<file path="config.mk">
export PLATFORM = sky130hd
export DESIGN_NAME = rsa_decryptor_flat
export DESIGN_NICKNAME = d
export VERILOG_FILES = /design/src/rtl/rsa_pkg.sv /design/src/rtl/rsa_decryptor_if.sv /design/src/rtl/rsa_modmul.sv /design/src/rtl/rsa_decryptor.sv /design/src/flat_wrapper.sv
export SDC_FILE = /design/constraint.sdc
export NUM_CORES = 1
export LEC_CHECK = 0
export CORE_AREA = 2 2 213 215
export CTS_BUF_LIST = sky130_fd_sc_hd__clkbuf_8
export DETAILED_ROUTE_END_ITERATION = 12
export DIE_AREA = 0 0 215 217
export PLACE_DENSITY = 0.79
export SLEW_MARGIN = 10
export SYNTH_ARGS = -nofsm -noshare
export SYNTH_HDL_FRONTEND = slang
export SYNTH_SLANG_ARGS = --single-unit
export TNS_END_PERCENT = 1
</file>
<file path="constraint.sdc">
create_clock -name clk -period 31.1 [get_ports clk]
set_clock_uncertainty 0.1 [all_clocks]
set_input_delay 6.22 -clock clk [delete_from_list [all_inputs] [get_ports clk]]
set_output_delay 6.22 -clock clk [all_outputs]
set_load 0.05 [all_outputs]
</file>
<file path="src/rtl/rsa_pkg.sv">
// Shared RSA constants and FSM state encoding, used by both the
// decrypt and encrypt datapaths.
package rsa_pkg;

    localparam int N      = 3233;
    localparam int E      = 17;
    localparam int D      = 2753;
    localparam int D_BITS = 12;

    localparam int OP_W   = 16;
    localparam int PROD_W = 32;
    localparam int PT_W   = 8;

    typedef enum logic [1:0] {
        IDLE,
        REDUCE,
        MUL,
        SQR
    } state_e;

endpackage

</file>
<file path="src/rtl/rsa_decryptor_if.sv">
// Request/response bundle between an RSA decrypt client and the decryptor.
interface rsa_decryptor_if;

    logic        start;
    logic [15:0] ciphertext;
    logic        busy;
    logic        done;
    logic [7:0]  plaintext;
    logic        range_err;

    modport master (
        output start, ciphertext,
        input  busy, done, plaintext, range_err
    );

    modport slave (
        input  start, ciphertext,
        output busy, done, plaintext, range_err
    );

endinterface

</file>
<file path="src/rtl/rsa_modmul.sv">
// Combinational (a*b) mod N; the full product is kept before reduction.
module rsa_modmul #(
    parameter int N = rsa_pkg::N
) (
    input  logic [15:0] a_i,
    input  logic [15:0] b_i,
    output logic [15:0] r_o
);
    import rsa_pkg::*;

    logic [PROD_W-1:0] prod;

    assign prod = PROD_W'(a_i) * PROD_W'(b_i);
    assign r_o  = OP_W'(prod % PROD_W'(N));

endmodule

</file>
<file path="src/rtl/rsa_decryptor.sv">
// RSA decryptor: ciphertext^D mod N by right-to-left square-and-multiply,
// one shared modular multiplier stepped by a small FSM.
module rsa_decryptor #(
    parameter int N      = rsa_pkg::N,
    parameter int D      = rsa_pkg::D,
    parameter int D_BITS = rsa_pkg::D_BITS
) (
    input  logic          clk,
    input  logic          reset,
    rsa_decryptor_if.slave bus
);
    import rsa_pkg::*;

    state_e            state_q;
    logic [OP_W-1:0]   ct_q;
    logic [OP_W-1:0]   base_q;
    logic [OP_W-1:0]   result_q;
    logic [D_BITS-1:0] exp_q;
    logic [D_BITS-1:0] exp_d;
    logic              busy_q;
    logic              done_q;
    logic [PT_W-1:0]   pt_q;
    logic              err_q;

    logic [OP_W-1:0]   mm_a;
    logic [OP_W-1:0]   mm_b;
    logic [OP_W-1:0]   mm_r;

    // NOTE: every always_comb output gets a default first so no latch is inferred.
    always_comb begin
        mm_a = base_q;
        mm_b = base_q;
        unique case (state_q)
            REDUCE: begin
                mm_a = ct_q;
                mm_b = OP_W'(1);
            end
            MUL: begin
                mm_a = result_q;
                mm_b = base_q;
            end
            default: ;
        endcase
    end

    assign exp_d = exp_q >> 1;

    rsa_modmul #(.N(N)) u_modmul (
        .a_i (mm_a),
        .b_i (mm_b),
        .r_o (mm_r)
    );

    // NOTE: all state uses non-blocking assignments so every register sees
    // pre-edge values, independent of statement order.
    always_ff @(posedge clk) begin
        if (reset) begin
            state_q  <= IDLE;
            busy_q   <= 1'b0;
            done_q   <= 1'b0;
            pt_q     <= '0;
            err_q    <= 1'b0;
            result_q <= OP_W'(1);
            base_q   <= '0;
            exp_q    <= '0;
            ct_q     <= '0;
        end else begin
            done_q <= 1'b0;
            unique case (state_q)
                IDLE: begin
                    if (bus.start) begin
                        ct_q     <= bus.ciphertext;
                        result_q <= OP_W'(1);
                        exp_q    <= D_BITS'(D);
                        state_q  <= REDUCE;
                        busy_q   <= 1'b1;
                    end
                end
                REDUCE: begin
                    base_q  <= mm_r;
                    state_q <= MUL;
                end
                MUL: begin
                    if (exp_q[0]) begin
                        result_q <= mm_r;
                    end
                    state_q <= SQR;
                end
                SQR: begin
                    base_q <= mm_r;
                    exp_q  <= exp_d;
                    if (exp_d != '0) begin
                        state_q <= MUL;
                    end else begin
                        state_q <= IDLE;
                        busy_q  <= 1'b0;
                        done_q  <= 1'b1;
                        pt_q    <= result_q[PT_W-1:0];
                        err_q   <= (result_q > OP_W'(255));
                    end
                end
                default: begin
                    state_q <= IDLE;
                    busy_q  <= 1'b0;
                end
            endcase
        end
    end

    assign bus.busy      = busy_q;
    assign bus.done      = done_q;
    assign bus.plaintext = pt_q;
    assign bus.range_err = err_q;

endmodule

</file>
<file path="src/flat_wrapper.sv">
// flat-port wrapper written by rule: the top's interface ports become plain ports
module rsa_decryptor_flat import rsa_pkg::*;
#(
    parameter int N      = rsa_pkg::N,
    parameter int D      = rsa_pkg::D,
    parameter int D_BITS = rsa_pkg::D_BITS
)
  (clk, reset, bus_start, bus_ciphertext, bus_busy, bus_done, bus_plaintext, bus_range_err);
  rsa_decryptor_if bus_i ();
  input  logic clk;
  input  logic reset;
  input wire logic [$bits(bus_i.start)-1:0] bus_start;
  input wire logic [$bits(bus_i.ciphertext)-1:0] bus_ciphertext;
  output wire logic [$bits(bus_i.busy)-1:0] bus_busy;
  output wire logic [$bits(bus_i.done)-1:0] bus_done;
  output wire logic [$bits(bus_i.plaintext)-1:0] bus_plaintext;
  output wire logic [$bits(bus_i.range_err)-1:0] bus_range_err;
  assign bus_i.start = bus_start;
  assign bus_i.ciphertext = bus_ciphertext;
  assign bus_busy = bus_i.busy;
  assign bus_done = bus_i.done;
  assign bus_plaintext = bus_i.plaintext;
  assign bus_range_err = bus_i.range_err;
  rsa_decryptor #(.N(N), .D(D), .D_BITS(D_BITS)) u_core (.clk(clk), .reset(reset), .bus(bus_i));
endmodule
</file>
==> flow_summary.toml <==
[floorplanning]
die_y_um = 217
rows = 78
fp.dieW_um = 215
io_pins = 30
initial_utilization = 0.539
dieArea_um2 = 46700
core_area_um2 = 44700

[timing]
clock.fmax_ghz = 0.0333
setup_viol = 0
finalSetupTns_ns = 0
setup_ws_ns = 1.03
whs_ns = 0.372
relSlewSlack = 0.224
timing.final.crit_share = 0.967
drv_slew = 0
hold_viol = 0
period_minus_slack_ns = 30.07
worstMarginPinSlew_ns = 1.16

[synth]
yosys-top-cells-area = "fa_1 16%, nand2_1 6.2%, dfxtp_1 6.1%"
synth_top_area_cell = "fa_1"
ys_seq_area_frac = 0.0606
ys.flop_type = "dfxtp_1"
yosysUniqueCellTypes = 181
synth_nets = 3415
yosys_register_bits = 73
syn_inst = 3088
synth_area_um2 = 24100
post-synth-top-count-cell = "nand2_1"
async_reset_ff_frac = 0
avgSynthCellArea_um2 = 7.81
synth_edf_count = 0
yosys_warnings = 0
synth_top_area_frac = 0.161
ys_top_cells_by_count = "400 x nand2_1, 318 x nor2_1, 263 x inv_1, 194 x fa_1, 156 x a21oi_1"

[outcome]
outcome = "complete, no violations"

[grt]
track_usage = 0.317
grt_max_degree = 63
first_global_vias = 23000
grt-ovfl-total = 0
grt_antenna_before_repair = 1
grt_pass1_wl_um = 122000

[placed_design]
portBuffers = 29
dpl.hpwl_um = 61900
routabilityCongestion = 1.08
place_worst_setup_slack_ns = -0.565

[setup_path]
critPathLaunch = "u_core.state_q[0]"
crit_end = "u_core.base_q[1]"
rr_endpoint = "u_core.base_q[1]"
cp-end-kind = "flip-flop"
path_class = "reg -> reg"
startpoint_type = "flip-flop"
worstPathArrival_ns = 30.25
cp.required_ns = 31.28
r2r-start = "u_core.state_q[0]"
cpMaxStageDelayCell = "fa_1"
r2r_slack_ns = 1.03
crit_fanout = 15
slowest_delay_ns = 0.63
worstRegToRegCells = 104

[routing]
postRouteAntennaNets = 0
wl_um = 77200
vias = 24300
drt_pass1_iterations = 6
drt_iter0_markers = 2596
wl_per_cell_um = 20.6
via_per_inst = 6.50
drc = 0

[min_path]
hp-class = "reg -> reg"
worstHoldStart = "u_core.ct_q[2]"

[cts]
cts.sinks = 73
clkLatencyLatePin_ns = 0.35
clkTransAtPathRegs_ns = 0.08
h-tree-depth = 3
cts_tree = "done"
clockRootBuffer = "clkbuf_8"
clock_path_buffers = 2
cts-buffers-inserted = 9

[cells_and_area]
num-nets-final = 3469
area_growth_pct = 9.00
drive_above_1_share = 0.194
antenna_cells = 0
utilization = 0.588

[job]
cap_violations = 0
worst max-delay path: cells and delay by family (launching register included):
kind / cells / cell delay (ns)
AOI/OAI and AO/OA: 55 / 14.56
and+or+nand+nor: 17 / 5.31
adders and majority gates: 10 / 4.48
muxes: 5 / 1.93
xor gates and xnor gates: 7 / 1.59
buffers and inverters: 10 / 1.43
DFF: 1 / 0.48
area by class of cell:
type                            count  area, um^2
Clock buffer                        9         124
Clock inverter                      7        62.6
Tap cell                          600         751
Inverter                          266         998
Fill cell                        4115       18400
Sequential cell                    73        1460
Timing Repair Buffer              159        1290
Multi-Input combinational cell   2633       21600
kinds of logic (layout without fill, tap and decap cells):
family / after synthesis / after routing / synth area share
muxes: 54 / 54 / 0.0262
buffers and inverters: 385 / 441 / 0.0750
adders and majority gates: 318 / 318 / 0.224
DFF: 73 / 73 / 0.0606
AOI/OAI and AO/OA: 883 / 886 / 0.294
and+or+nand+nor: 1216 / 1216 / 0.253
xor gates and xnor gates: 159 / 159 / 0.0671
through the flow:
step	cells	area [um^2]
3_3_place_gp	3682	25000
3_5_place_dp	3682	25000
6_report	3747	26300
5_1_grt	3747	26300
4_1_cts	3698	25200
2_1_floorplan	3088	24100
layout by cell type (no fill, tap or decap), types with 15 or more instances in the layout:
cell,instances
a211oi_1,20
a21o_1,27
a21o_2,17
a21oi_1,150
a21oi_2,28
a22oi_1,29
a31oi_1,22
and2_1,20
and2_2,15
and3_1,17
buf_4,127
clkdlybuf4s50_1,28
dfxtp_1,73
fa_1,194
ha_1,108
inv_1,264
mux2i_1,21
nand2_1,399
nand2_2,16
nand2b_1,32
nand3_1,66
nand4_1,31
nor2_1,315
nor2b_1,23
nor3_1,66
nor4_1,21
o2111ai_1,16
o211a_1,15
o211ai_1,35
o21a_1,43
o21ai_0,102
o21ai_1,53
o21ai_2,18
o31ai_1,17
or2_2,20
xnor2_1,87
xor2_1,40
registers in the layout, indices dropped and copies added (netlist names):
name / count
u_core.base_q: 16
u_core.ct_q: 16
u_core.result_q: 16
u_core.exp_q: 12
u_core.bus.plaintext: 8
u_core.state_q: 2
u_core.bus.busy: 1
u_core.bus.done: 1
u_core.bus.range_err: 1
what timing repair did:
action,in CTS,in global routing
endpoints found under the setup margin,32,32
hold buffers,0,0
resized for setup,10,115
gates cloned,0,3
pin swaps,0,24
setup buffers,0,46
how the worst min path moves through the flow:
stage,to,slack (ns),cells past startpoint
after floorplan,u_core.ct_q[14],0.33,2
after global placement,u_core.ct_q[12],0.35,2
after detailed placement,u_core.ct_q[12],0.35,2
after CTS,u_core.ct_q[12],0.36,2
after global routing,u_core.ct_q[0],0.40,2
final,u_core.ct_q[2],0.37,2
metal layers:
metal  GRT usage  vias to the layer above  share of wire
met4       0.128                        2          0.044
li1            -                    11100              -
met3      0.0267                      227          0.068
met2       0.544                     1218           0.48
met1       0.415                    11800           0.41
met5           0                        -        0.00017
Power is left out: the tool's default activity adds up to more than one toggle a clock period on the data nets, which glitch-free logic cannot reach.
